`src/rtl/frame_serializer.sv`:
```
// frame_serializer: sends a parallel word as a framed serial stream: start, data, optional parity, stop.
// Build option: define FRAME_SERIALIZER_PARITY_EN to insert an even-parity bit between the data bits and the stop bit.
module frame_serializer #(
  parameter int WIDTH        = 8,
  parameter int CLKS_PER_BIT = 2,
  parameter int MSB_FIRST    = 1,
  parameter int IDLE_LEVEL   = 1,
  parameter int CHANGE_ONLY  = 0
) (
  input  logic             clk,
  input  logic             rst_n,
  input  logic [WIDTH-1:0] data_in,
  input  logic             data_valid,
  output logic             data_ready,
  output logic             serial_out,
  output logic             frame_sync,
  output logic             busy
);

  localparam int CW = $clog2(CLKS_PER_BIT) + 1;
  localparam int BW = $clog2(WIDTH) + 1;
  localparam logic [CW-1:0] CLK_LAST = CW'(CLKS_PER_BIT - 1);
  localparam logic [BW-1:0] BIT_LAST = BW'(WIDTH - 1);
  localparam logic IDLE_BIT = (IDLE_LEVEL != 0);

`ifdef FRAME_SERIALIZER_PARITY_EN
  typedef enum logic [2:0] {IDLE, START, DATA, PARITY, STOP} state_t;
`else
  typedef enum logic [1:0] {IDLE, START, DATA, STOP} state_t;
`endif

  state_t            state;
  logic [CW-1:0]     clk_cnt;
  logic [BW-1:0]     bit_cnt;
  logic [WIDTH-1:0]  shreg;
  logic [WIDTH-1:0]  last_sent;
  logic              accept;
`ifdef FRAME_SERIALIZER_PARITY_EN
  logic              parity_bit;
`endif

  function automatic logic first_bit(input logic [WIDTH-1:0] w);
    return (MSB_FIRST != 0) ? w[WIDTH-1] : w[0];
  endfunction

  function automatic logic [WIDTH-1:0] shift_word(input logic [WIDTH-1:0] w);
    return (MSB_FIRST != 0) ? (w << 1) : (w >> 1);
  endfunction

  // data_ready doubles as the "out of reset for a cycle" qualifier in both launch modes
  always_comb begin
    accept = 1'b0;
    if (state == IDLE && data_ready) begin
      if (CHANGE_ONLY != 0) accept = (data_in != last_sent);
      else                  accept = data_valid;
    end
  end

  always_ff @(posedge clk) begin
    if (!rst_n) begin
      state      <= IDLE;
      serial_out <= IDLE_BIT;
      frame_sync <= 1'b0;
      busy       <= 1'b0;
      data_ready <= 1'b0;
      clk_cnt    <= '0;
      bit_cnt    <= '0;
      last_sent  <= '0;
    end else begin
      case (state)
        IDLE: begin
          data_ready <= 1'b1;
          serial_out <= IDLE_BIT;
          if (accept) begin
            shreg      <= data_in;
            last_sent  <= data_in;
`ifdef FRAME_SERIALIZER_PARITY_EN
            parity_bit <= ^data_in;
`endif
            state      <= START;
            serial_out <= ~IDLE_BIT;
            frame_sync <= 1'b1;
            busy       <= 1'b1;
            data_ready <= 1'b0;
            clk_cnt    <= '0;
          end
        end
        START: begin
          if (clk_cnt == CLK_LAST) begin
            clk_cnt    <= '0;
            bit_cnt    <= '0;
            state      <= DATA;
            frame_sync <= 1'b0;
            serial_out <= first_bit(shreg);
          end else begin
            clk_cnt <= clk_cnt + 1'b1;
          end
        end
        DATA: begin
          if (clk_cnt == CLK_LAST) begin
            clk_cnt <= '0;
            if (bit_cnt == BIT_LAST) begin
`ifdef FRAME_SERIALIZER_PARITY_EN
              state      <= PARITY;
              serial_out <= parity_bit;
`else
              state      <= STOP;
              serial_out <= IDLE_BIT;
`endif
            end else begin
              bit_cnt    <= bit_cnt + 1'b1;
              shreg      <= shift_word(shreg);
              serial_out <= first_bit(shift_word(shreg));
            end
          end else begin
            clk_cnt <= clk_cnt + 1'b1;
          end
        end
`ifdef FRAME_SERIALIZER_PARITY_EN
        PARITY: begin
          if (clk_cnt == CLK_LAST) begin
            clk_cnt    <= '0;
            state      <= STOP;
            serial_out <= IDLE_BIT;
          end else begin
            clk_cnt <= clk_cnt + 1'b1;
          end
        end
`endif
        STOP: begin
          if (clk_cnt == CLK_LAST) begin
            clk_cnt    <= '0;
            state      <= IDLE;
            busy       <= 1'b0;
            data_ready <= 1'b1;
          end else begin
            clk_cnt <= clk_cnt + 1'b1;
          end
        end
        default: begin
          state      <= IDLE;
          serial_out <= IDLE_BIT;
          frame_sync <= 1'b0;
          busy       <= 1'b0;
          data_ready <= 1'b0;
          clk_cnt    <= '0;
        end
      endcase
    end
  end

endmodule
```
`config.mk`:
```
export PLATFORM = sky130hd
export DESIGN_NAME = frame_serializer
export DESIGN_NICKNAME = d
export VERILOG_FILES = /design/src/rtl/frame_serializer.sv
export SDC_FILE = /design/constraint.sdc
export NUM_CORES = 1
export LEC_CHECK = 0
export ABC_AREA = 1
export CORE_MARGIN = 3
export CORE_UTILIZATION = 50
export DETAILED_ROUTE_END_ITERATION = 12
export PLACE_DENSITY = 0.84
export SLEW_MARGIN = 20
export SYNTH_ARGS = -nofsm -noshare
export SYNTH_HDL_FRONTEND = slang
export SYNTH_SLANG_ARGS = --single-unit
```
`constraint.sdc`:
```
create_clock -name clk -period 3.1 [get_ports clk]
set_clock_uncertainty 0.15 [all_clocks]
set_input_delay 0.62 -clock clk [delete_from_list [all_inputs] [get_ports clk]]
set_output_delay 0.62 -clock clk [all_outputs]
set_load 0.01 [all_outputs]
```
### Word-level counts from Yosys, hierarchy flattened

Index checks and enable logic that the tools add are counted.

* flip-flop bits (word level): 20
* word-level logic and storage cells: 65

* add/sub/neg operators: 2
* equal/unequal tests: 11
* multiplexer cells: 29
* reduce and logical (&&, ||, !) cells: 15

Operator list (number)
* $mux 8: 3
* $pmux 8 s2: 1
* $mux 2: 7
* $mux 4: 3
* $ne 2x2->1 const B: 6
* $reduce_and 5->1: 2
* $reduce_and 3->1: 3
* $mux 1: 8
* $pmux 2 s4: 1
* $pmux 4 s2: 1
* $reduce_bool 2->1: 4
* $pmux 1 s2: 3
* $add 4x1->4 const B: 1
* $eq 2x1->1 const B: 2
* $eq 2x2->1 const B: 2
* $eq 4x3->1 const B: 1
* $pmux 2 s2: 1
* $reduce_and 4->1: 1
* $pmux 1 s3: 1
* $reduce_bool 3->1: 1
* $reduce_or 3->1: 1
* $add 2x1->2 const B: 1
* $logic_not 2->1: 1
* $reduce_and 2->1: 1
* $logic_and 1x1->1: 1

### Depth between registers and ports, before layout

Gate-level depths: netlist of the first run.

* depth in word-level cells: 5
* gate-level depth with buffers: 11
* depth with buffers taken out: 10

### Worst setup path before layout of the first run

Ideal clock, no wire load.

* path type: reg-to-reg
* start: reg state[0]
* end: reg shreg[0] (enable)
* arrival time: 1590 ps
* required time: 2567 ps
* path slack: 977 ps
* stages on the path, launching flop included: 7
* path through: dfxtp_1 > inv_1 > ha_1 > buf_6 > inv_2 > o21ai_0 > nor3_1

* word-level cells in the longest chain between the ends: 5
* elaborated cells on any way between the ends: 9

RTL lines
* from (decl): RTL line 32 `state_t state;`
* from (signal assigned): RTL line 61 `state <= IDLE;`
* from (signal assigned): RTL line 80 `state <= START;`
* from (signal assigned): RTL line 92 `state <= DATA;`
* $logic_not 2->1: RTL line 53, 70
* $logic_and 1x1->1: RTL line 53 `if (state == IDLE && data_ready) begin`
* $mux 1: RTL line 53
* $ne 2x2->1 (no line)
* $reduce_and 5->1 (no line) *
* to (signal assigned): RTL line 75 `shreg <= data_in;`
* to (signal assigned): RTL line 112 `shreg <= shift_word(shreg);`
* to (decl): RTL line 35 `logic [WIDTH-1:0] shreg;`

Mark *: on every way between the ends. The rest lies on a longest branch, timed or not.
A chain may end at the register's enable or synchronous reset.

### Final worst setup path of the first run

Ends and elaborated chain as after synthesis.

==> impl_metrics.env, run 1 <==
export IMPL_floorplan_die_width_microns=51.5
export IMPL_ys_warnings_count=0
export IMPL_maximum_number_of_pins_on_one_net_before_global_route_repair=17
export IMPL_netlist_cell_type_count=21
export IMPL_worst_slew_pin_transition_ns=0.592
export IMPL_clock_sinks=20
export IMPL_antenna_cells_inserted=0
export IMPL_antenna_found_initial=0
export IMPL_design_final_nets=169
export IMPL_drive_gt1_share_pct=8.61
export IMPL_non_filler_instances=176
export IMPL_worstRegToRegCells=6
export IMPL_vdd_ir_drop_worst_mv=0.464
export IMPL_syn_nets=151
export IMPL_grt_setup_unrepaired="false"
export IMPL_hold_path_cell_count=2
export IMPL_synth_seq_cells=20
export IMPL_timing_final_max_slew_violations=0
export IMPL_drt_initial_drc_count=11
export IMPL_totalWireLength_mm=1.93
export IMPL_synth_enable_flop_cells=8
export IMPL_ys_flop_type="sky130_fd_sc_hd__dfxtp_1"
export IMPL_numPlacedInstances=172
export IMPL_crit_type="flip-flop to flip-flop"
export IMPL_crit_path_end_kind="flip-flop"
export IMPL_gpl_wtd_cong=0.848
export IMPL_sink_of_the_worst_hold_path="clk_cnt[1]"
export IMPL_run_status="finished, final reports clean"
export IMPL_cts_repair_resized_insts=0
export IMPL_final_report_setup_violation_count=0
export IMPL_hold_viol=0
export IMPL_grt_first_pass_wirelength_mm=3.31
export IMPL_leakage_nw=0.548
export IMPL_finalWorstSetupSlack_ns=1.01
export IMPL_timing_hold_worst_class="flip-flop to flip-flop"
export IMPL_initial_core_util_pct=56.4
export IMPL_largest_buffer_count_on_any_clock_path=2
export IMPL_via_per_inst=4.94
export IMPL_numCtsBuffers=3
export IMPL_r2r_end="shreg[0]"
export IMPL_preCtsSetupSlack_ns=0.790
export IMPL_core_region_area_sq_mm=0.00184
export IMPL_postCtsSetupRepairBufs=0
export IMPL_cts_hold_repair_buffers=0
export IMPL_synth_area_per_cell_sq_um=7.74
export IMPL_rrSetupSlack_ns=1.01
export IMPL_design_portCount=15
export IMPL_tritoncts="yes"
export IMPL_synth_most_common_cell="sky130_fd_sc_hd__nand2_1"
export IMPL_clk_root_buffer_cell="sky130_fd_sc_hd__clkbuf_4"
export IMPL_min_period_ns=2.09
export IMPL_detail_route_wl_per_cell_microns=11.0
export IMPL_critPathLaunchType="flip-flop"
export IMPL_cp_data_required_time_ns=2.97
export IMPL_antenna_left=0
export IMPL_drt_pass1_iter_count=4
export IMPL_final_min_period_over_clock_period_pct=67.4
export IMPL_groute_usage_overall_pct=16.5
export IMPL_post_synth_inst_count=134
export IMPL_via_count=870
export IMPL_ys_async_sr_fraction_pct=0
export IMPL_overflow=0
export IMPL_cp_max_fo=16
export IMPL_fp_dieArea_sq_mm=0.00266
export IMPL_max_slew_margin_rel_pct=60.5
export IMPL_power_density_cell_area_mw_per_mm2=810
export IMPL_hold_path_startpoint="clk_cnt[1]"
export IMPL_via_count_of_the_first_global_routing_pass=848
export IMPL_post_synth_instance_area_sq_mm=0.00104
export IMPL_yosys_area_top_type="sky130_fd_sc_hd__dfxtp_1"
export IMPL_clk_transition_reported_paths_ns=0.10
export IMPL_fillers=167
export IMPL_flow_area_growth_from_synthesis_pct=20.7
export IMPL_share_of_the_yosys_chip_area_belonging_to_registers_pct=46.3
export IMPL_max_freq_mhz=478
export IMPL_htree_levels=1
export IMPL_worstReg2RegStart="state[0]"
export IMPL_setup_total_neg_slack_ns=0
export IMPL_placementRows=15
export IMPL_portBuffers=14
export IMPL_die_h_microns=51.5
export IMPL_yosys_top_cells_area="sky130_fd_sc_hd__dfxtp_1 (23%), sky130_fd_sc_hd__edfxtp_1 (23%), sky130_fd_sc_hd__nand2_1 (17%)"
export IMPL_post_synth_most_frequent_cells="sky130_fd_sc_hd__nand2_1 (47), sky130_fd_sc_hd__inv_1 (14), sky130_fd_sc_hd__nor2_1 (14)"
export IMPL_synth_top_area_share_pct=23.2
export IMPL_drt_drc_violations_left=0
export IMPL_post_dp_hpwl_mm=1.52
export IMPL_clkLatencyLatePin_ns=0.31
export IMPL_max_cap_viol_count=0
export IMPL_arrival_ns=1.96
[critical path: stages, from the launching register on]
cell and delay, ns:
sky130_fd_sc_hd__dfxtp_1 0.40, sky130_fd_sc_hd__inv_1 0.10, sky130_fd_sc_hd__ha_1 0.42, sky130_fd_sc_hd__inv_2 0.23, sky130_fd_sc_hd__o21ai_0 0.12, sky130_fd_sc_hd__nor3_1 0.18
sky130_fd_sc_hd__buf_4 0.20
[cells by family after synthesis]
| family | share of synthesized area, % |
|---|---|
| adder cells (fa/ha/maj) | 7.24 |
| flip-flops | 46.3 |
| AO/OA/AOI/OAI | 7.72 |
| buffers and inverters | 7.00 |
| AND/OR/NAND/NOR | 31.7 |
[worst max-delay path by stage]
stage	from	to	slack (ns)	depth (start not counted)
after floorplan	state[0]	shreg[0]	0.98	6
final	state[0]	shreg[0]	1.01	6
after detailed placement	data_valid	shreg[0]	0.79	6
after CTS	state[0]	shreg[1]	1.00	6
after global routing	state[0]	shreg[0]	0.83	6
after global placement	data_valid	shreg[4]	0.83	6
[area by class of cell]
class	count	area [sq um]	share of cell area, %
Multi-Input combinational cell	97	484	38.7
Sequential cell	20	480	38.4
Timing Repair Buffer	15	148	11.8
Inverter	15	56.3	4.50
Tap cell	25	31.3	2.50
Clock inverter	1	30.0	2.40
Clock buffer	3	22.5	1.80
[power by group]
part,switching [mW],internal [mW]
Combinational,0.249,0.160
Sequential,0.0352,0.358
Clock,0.0819,0.131
[registers in the layout, summed over array words and instances (netlist names)]
name,count
shreg,8
bit_cnt,4
clk_cnt,2
state,2
busy,1
data_ready,1
frame_sync,1
serial_out,1
[cells in the final DEF (no fill, tap or decap), drive strengths merged]
cell           netlist  final
edfxtp               8      8
o21bai               1      1
inv                 15     15
bufinv               0      1
nand2               49     49
buf                  2      1
clkbuf               0      3
nand3                5      5
o21ai                7      7
ha                   6      6
a21oi                6      6
nor3                 3      3
nand4                2      2
nor2                17     17
clkdlybuf4s50        0     14
or2                  1      1
dfxtp               12     12
[per-layer routing]
metal	share of wire, %	global-route usage (%)	vias to the layer above
li1	-	-	456
met3	3.5	2.58	2
met4	1.0	7.86	0
met2	50	30.5	18
met5	0	0	-
met1	46	18.2	394
[through the flow]
stage,area [sq um],hold slack [ns],utilization [%],power [mW]
2_1_floorplan,1040,0.265,-,0.692
3_3_place_gp,1200,0.275,65.2,0.790
3_5_place_dp,1200,0.280,65.2,0.810
4_1_cts,1250,0.295,68.1,1.02
5_1_grt,1250,0.331,68.1,1.09
6_report,1250,0.291,68.1,1.01
Note: power is estimated with default switching activity, not from simulation.
==> run 2: changes to the inputs <==
--- a/config.mk
+++ b/config.mk
@@ -7,9 +7,9 @@
 export LEC_CHECK = 0
 export ABC_AREA = 1
 export CORE_MARGIN = 3
-export CORE_UTILIZATION = 50
+export CORE_UTILIZATION = 47
 export DETAILED_ROUTE_END_ITERATION = 12
-export PLACE_DENSITY = 0.84
+export PLACE_DENSITY = 0.83
 export SLEW_MARGIN = 20
 export SYNTH_ARGS = -nofsm -noshare
 export SYNTH_HDL_FRONTEND = slang
==> constraint.sdc (replaced) <==
create_clock -name clk -period 1.9 [get_ports clk]
set_clock_uncertainty 0.15 [all_clocks]
set_input_delay 0.38 -clock clk [delete_from_list [all_inputs] [get_ports clk]]
set_output_delay 0.38 -clock clk [all_outputs]
set_load 0.01 [all_outputs]
==> run 2 against run 1 <==
Setup slack got worse by 0.86 ns. Largest power group unchanged. Critical path type unchanged. Highest routed layer is now met3. Sequential share of layout area fell by 1.0 points. Critical path depth up 3.
==> impl_metrics.env, run 2 (same netlist as run 1, synthesis figures left out) <==
export IMPL_totalWireLength_mm=1.92
export IMPL_fp_dieArea_sq_mm=0.00281
export IMPL_drt_drc_violations_left=0
export IMPL_final_min_period_over_clock_period_pct=91.9
export IMPL_critPathLaunchType="flip-flop"
export IMPL_top_layer_used="met3"
export IMPL_met2_wirelength_microns=941
export IMPL_htree_levels=1
export IMPL_design_portCount=15
export IMPL_clk_root_buffer_cell="sky130_fd_sc_hd__clkbuf_4"
export IMPL_largest_register="shreg"
export IMPL_initial_core_util_pct=51.3
export IMPL_maximum_number_of_pins_on_one_net_before_global_route_repair=12
export IMPL_reg_largest_list="shreg x8, bit_cnt x4"
export IMPL_run_status="finished, final reports clean"
export IMPL_internal_power_uw=972
export IMPL_crit_path_end_kind="flip-flop"
export IMPL_via_count_of_the_first_global_routing_pass=787
export IMPL_tritoncts="yes"
export IMPL_hold_viol=0
export IMPL_postLayoutCoreUtil_pct=63.8
export IMPL_clock_sinks=20
export IMPL_groute_usage_overall_pct=15.0
export IMPL_rrSetupSlack_ns=0.15
export IMPL_setup_total_neg_slack_ns=0
export IMPL_timing_final_max_slew_violations=0
export IMPL_floorplan_die_width_microns=53.0
export IMPL_postCtsSetupRepairBufs=0
export IMPL_portBuffers=14
export IMPL_most_common_layout_cells="sky130_fd_sc_hd__nand2_1 (47), sky130_fd_sc_hd__inv_1 (14), sky130_fd_sc_hd__nor2_1 (14), sky130_fd_sc_hd__clkdlybuf4s50_1 (14), sky130_fd_sc_hd__dfxtp_1 (11)"
export IMPL_antenna_cells_inserted=0
export IMPL_antenna_left=0
export IMPL_antenna_found_initial=0
export IMPL_worstReg2RegStart="state[0]"
export IMPL_cp_max_fo=8
export IMPL_vdd_ir_drop_worst_mv=0.703
export IMPL_share_of_total_power_in_the_clock_network_pct=12.7
export IMPL_max_freq_mhz=573
export IMPL_leakage_nw=0.570
export IMPL_grt_setup_unrepaired="false"
export IMPL_die_h_microns=53.0
export IMPL_max_cap_viol_count=0
export IMPL_final_report_setup_violation_count=0
export IMPL_crit_type="flip-flop to flip-flop"
export IMPL_seq_power_share_pct=40.7
export IMPL_clkLatencyLatePin_ns=0.29
export IMPL_core_region_area_sq_mm=0.00202
export IMPL_drt_initial_drc_count=25
export IMPL_via_per_inst=4.75
export IMPL_placementRows=16
export IMPL_hold_path_startpoint="clk_cnt[1]"
export IMPL_power_frac_comb_pct=46.5
export IMPL_largest_register_ffs=8
export IMPL_cts_repair_resized_insts=0
export IMPL_largest_buffer_count_on_any_clock_path=2
export IMPL_cp_data_required_time_ns=1.95
export IMPL_design_final_nets=176
export IMPL_arrival_ns=1.79
export IMPL_cts_hold_repair_buffers=0
export IMPL_drt_pass1_iter_count=4
export IMPL_power_share_switching_pct=38.1
export IMPL_drive_gt1_share_pct=13.9
export IMPL_flow_area_growth_from_synthesis_pct=24.4
export IMPL_clk_transition_reported_paths_ns=0.11
export IMPL_post_dp_hpwl_mm=1.53
export IMPL_length_of_routed_met3_wiring_microns=103
export IMPL_overflow=0
export IMPL_max_slew_margin_rel_pct=84.6
export IMPL_min_period_ns=1.75
export IMPL_numCtsBuffers=3
export IMPL_timing_hold_worst_class="flip-flop to flip-flop"
export IMPL_detail_route_wl_per_cell_microns=10.4
export IMPL_via_count=879
export IMPL_layout_commonest_cell="sky130_fd_sc_hd__nand2_1"
export IMPL_worst_slew_pin_transition_ns=0.229
export IMPL_power_net_switching_uw=600
export IMPL_startpoint="state[0]"
export IMPL_power_density_cell_area_mw_per_mm2=1220
export IMPL_m1WireLength_microns=875
export IMPL_gpl_wtd_cong=0.927
export IMPL_grt_first_pass_wirelength_mm=3.16
[run 2: through the flow]
step / power, mW / instance area [sq um] / hold slack (ns) / setup slack [ns] / cells
6_report: 1.57 / 1290 / 0.301 / 0.154 / 185
5_1_grt: 1.70 / 1290 / 0.342 / 0.0452 / 185
4_1_cts: 1.58 / 1290 / 0.306 / 0.0131 / 185
3_5_place_dp: 1.38 / 1260 / 0.290 / 0.0160 / 181
3_3_place_gp: 1.35 / 1260 / 0.275 / 0.0336 / 181
2_1_floorplan: 1.13 / 1040 / 0.265 / 0.0000947 / 134
[run 2: power by group through the flow]
stage	clock [mW]	sequential, mW	combinational, mW
finish	0.200	0.640	0.732
floorplan	0	0.653	0.481
detailed placement	0	0.650	0.725
CTS	0.208	0.639	0.731
global route	0.226	0.656	0.821
global placement	0	0.645	0.705
[run 2: cell type report]
| cell class | count | area, sq um |
|---|---|---|
| fill | 188 | 732 |
| multi-input combinational | 97 | 492 |
| sequential | 20 | 482 |
| timing repair buffer | 22 | 200 |
| inverter | 15 | 56.3 |
| tap | 27 | 33.8 |
| clock buffer | 3 | 22.5 |
| clock inverter | 1 | 3.75 |
[run 2: final timing paths]
check | to | cells after the start
worst min register to register | clk_cnt[1] | 2
worst max register to register | bit_cnt[1] | 9
worst min-delay path | clk_cnt[1] | 2
worst max-delay path | bit_cnt[1] | 9
[run 2: routing by layer]
| layer | vias to the layer above | GRT usage (%) |
|---|---|---|
| met3 | 0 | 2.54 |
| li1 | 471 | - |
| met2 | 22 | 26.0 |
| met1 | 386 | 19.4 |
| met4 | 0 | 2.55 |
| met5 | - | 0 |
[run 2: worst max-delay path, cell delays in order, from the launching register on]
cell and delay (ns):
sky130_fd_sc_hd__dfxtp_2 0.37, sky130_fd_sc_hd__inv_1 0.08, sky130_fd_sc_hd__ha_2 0.23, sky130_fd_sc_hd__buf_4 0.17, sky130_fd_sc_hd__nor2_2 0.16, sky130_fd_sc_hd__nor2_4 0.05, sky130_fd_sc_hd__nand2_2 0.12, sky130_fd_sc_hd__inv_1 0.08
sky130_fd_sc_hd__o21ai_0 0.17, sky130_fd_sc_hd__nor2_1 0.05
==> run 3: changes to the inputs <==
--- a/config.mk
+++ b/config.mk
@@ -6,10 +6,12 @@
 export NUM_CORES = 1
 export LEC_CHECK = 0
 export ABC_AREA = 1
+export CELL_PAD_IN_SITES_DETAIL_PLACEMENT = 0
+export CELL_PAD_IN_SITES_GLOBAL_PLACEMENT = 1
 export CORE_MARGIN = 3
-export CORE_UTILIZATION = 47
+export CORE_UTILIZATION = 34
 export DETAILED_ROUTE_END_ITERATION = 12
-export PLACE_DENSITY = 0.83
+export PLACE_DENSITY = 0.82
 export SLEW_MARGIN = 20
 export SYNTH_ARGS = -nofsm -noshare
 export SYNTH_HDL_FRONTEND = slang
==> run 3 against run 2 <==
Via count up 2.3%. Flip-flop and latch count stayed put. Combinational power barely moved. Die area is 34% higher. Setup slack worse by 0.023 ns. Total power up 9.7%. Hold slack got worse by 0.0051 ns. Critical path depth is 3 lower. Sequential share of layout area down 0.94 points. Global-route usage shrank 2.9 points. Critical path type unchanged. Largest power group unchanged.
==> impl_metrics.env, run 3 (same netlist as run 1, synthesis figures left out) <==
export IMPL_dpl_cell_area_sq_mm=0.00126
export IMPL_floorplan_die_width_microns=61.2
export IMPL_overflow=0
export IMPL_max_slew_margin_rel_pct=83.6
export IMPL_antenna_cells_inserted=0
export IMPL_core_region_area_sq_mm=0.00283
export IMPL_arrival_ns=1.65
export IMPL_non_filler_instances=189
export IMPL_leakage_nw=0.582
export IMPL_worst_slew_pin_transition_ns=0.246
export IMPL_design_final_nets=176
export IMPL_antenna_found_initial=0
export IMPL_cp_max_fo=8
export IMPL_fin_hold_ws_ns=0.296
export IMPL_postCtsSetupRepairBufs=0
export IMPL_clk_transition_reported_paths_ns=0.12
export IMPL_largest_buffer_count_on_any_clock_path=2
export IMPL_timing_hold_worst_class="flip-flop to flip-flop"
export IMPL_layout_commonest_cell="sky130_fd_sc_hd__nand2_1"
export IMPL_tritoncts="yes"
export IMPL_design_portCount=15
export IMPL_clkLatencyLatePin_ns=0.31
export IMPL_antenna_left=0
export IMPL_final_min_period_over_clock_period_pct=93.1
export IMPL_portBuffers=14
export IMPL_totalWireLength_mm=2.03
export IMPL_design_power_total_mw=1.72
export IMPL_cts_hold_repair_buffers=0
export IMPL_most_common_layout_cells="sky130_fd_sc_hd__nand2_1 (47), sky130_fd_sc_hd__inv_1 (14), sky130_fd_sc_hd__nor2_1 (14), sky130_fd_sc_hd__clkdlybuf4s50_1 (14), sky130_fd_sc_hd__dfxtp_1 (12)"
export IMPL_critPathLaunchType="flip-flop"
export IMPL_maximum_number_of_pins_on_one_net_before_global_route_repair=13
export IMPL_flow_area_growth_from_synthesis_pct=27.3
export IMPL_numPlacedInstances=185
export IMPL_reg_largest_list="shreg x8, bit_cnt x4"
export IMPL_crit_type="flip-flop to flip-flop"
export IMPL_met2_wirelength_microns=946
export IMPL_via_count=899
export IMPL_m1WireLength_microns=960
export IMPL_max_cap_viol_count=0
export IMPL_fp_dieArea_sq_mm=0.00375
export IMPL_preCtsSetupSlack_ns=0.0108
export IMPL_length_of_routed_met3_wiring_microns=113
export IMPL_initial_core_util_pct=36.7
export IMPL_drt_pass1_iter_count=5
export IMPL_groute_usage_overall_pct=12.0
export IMPL_multi_input_comb_area_sq_um=492
export IMPL_power_density_cell_area_mw_per_mm2=1310
export IMPL_final_report_setup_violation_count=0
export IMPL_largest_register="shreg"
export IMPL_drt_drc_violations_left=0
export IMPL_crit_path_end_kind="flip-flop"
export IMPL_rrSetupSlack_ns=0.13
export IMPL_top_layer_used="met4"
export IMPL_hold_viol=0
export IMPL_fillers=284
export IMPL_numCtsBuffers=3
export IMPL_finalWorstSetupSlack_ns=0.131
export IMPL_final_instance_area_sq_mm=0.00132
export IMPL_placementRows=19
export IMPL_drive_gt1_share_pct=13.9
export IMPL_die_h_microns=61.2
export IMPL_cp_data_required_time_ns=1.78
export IMPL_clock_sinks=20
export IMPL_largest_register_ffs=8
export IMPL_max_freq_mhz=565
export IMPL_setup_total_neg_slack_ns=0
export IMPL_via_per_inst=4.76
export IMPL_grt_first_pass_wirelength_mm=3.41
export IMPL_via_count_of_the_first_global_routing_pass=796
export IMPL_drt_initial_drc_count=40
export IMPL_timing_final_max_slew_violations=0
export IMPL_cts_repair_resized_insts=0
export IMPL_vdd_ir_drop_worst_mv=0.434
export IMPL_htree_levels=1
export IMPL_min_period_ns=1.77
export IMPL_detail_route_wl_per_cell_microns=10.8
export IMPL_regArea_sq_um=480
export IMPL_gpl_wtd_cong=0.824
export IMPL_run_status="finished, final reports clean"
export IMPL_postLayoutCoreUtil_pct=46.7
export IMPL_clk_root_buffer_cell="sky130_fd_sc_hd__clkbuf_4"
export IMPL_post_dp_hpwl_mm=1.64
==> run 3: changes by cell type in the layout (fill, tap and decap cells not counted) <==
cell	delta
sky130_fd_sc_hd__dfxtp_1	+1
sky130_fd_sc_hd__dfxtp_2	-1
sky130_fd_sc_hd__bufinv_16	+1
sky130_fd_sc_hd__clkinv_1	-1
==> run 3: critical path, cell delays in order (launching register included) <==
cell                      delay [ns]
sky130_fd_sc_hd__dfxtp_1        0.40
sky130_fd_sc_hd__inv_1          0.10
sky130_fd_sc_hd__ha_2           0.24
sky130_fd_sc_hd__nand4_1        0.14
sky130_fd_sc_hd__o21ai_0        0.13
sky130_fd_sc_hd__nor3_2         0.12
sky130_fd_sc_hd__buf_4          0.19
==> run 3: report_power, final <==
| part | switching (mW) | total, mW | internal (mW) |
|---|---|---|---|
| combinational | 0.418 | 0.730 | 0.312 |
| sequential | 0.0576 | 0.641 | 0.584 |
| clock | 0.140 | 0.353 | 0.213 |
| total | 0.615 | 1.72 | 1.11 |
==> run 3: layout make-up <==
type	count	area share [%]
multi-input combinational	97	37.3
sequential	20	36.4
clock inverter	1	2.27
tap	31	2.94
clock buffer	3	1.71
inverter	15	4.27
timing repair buffer	22	15.2
==> run 3: final timing paths <==
kind,startpoint,end,depth (start not counted)
setup / recovery,state[0],shreg[6],6
hold / removal,clk_cnt[1],clk_cnt[1],2
setup reg to reg,state[0],shreg[6],6
hold reg to reg,clk_cnt[1],clk_cnt[1],2
==> run 3: routing by layer <==
layer	vias up	GRT usage, %
li1	473	-
met1	405	16.8
met2	19	18.6
met3	2	4.40
met4	0	0.929
met5	-	0
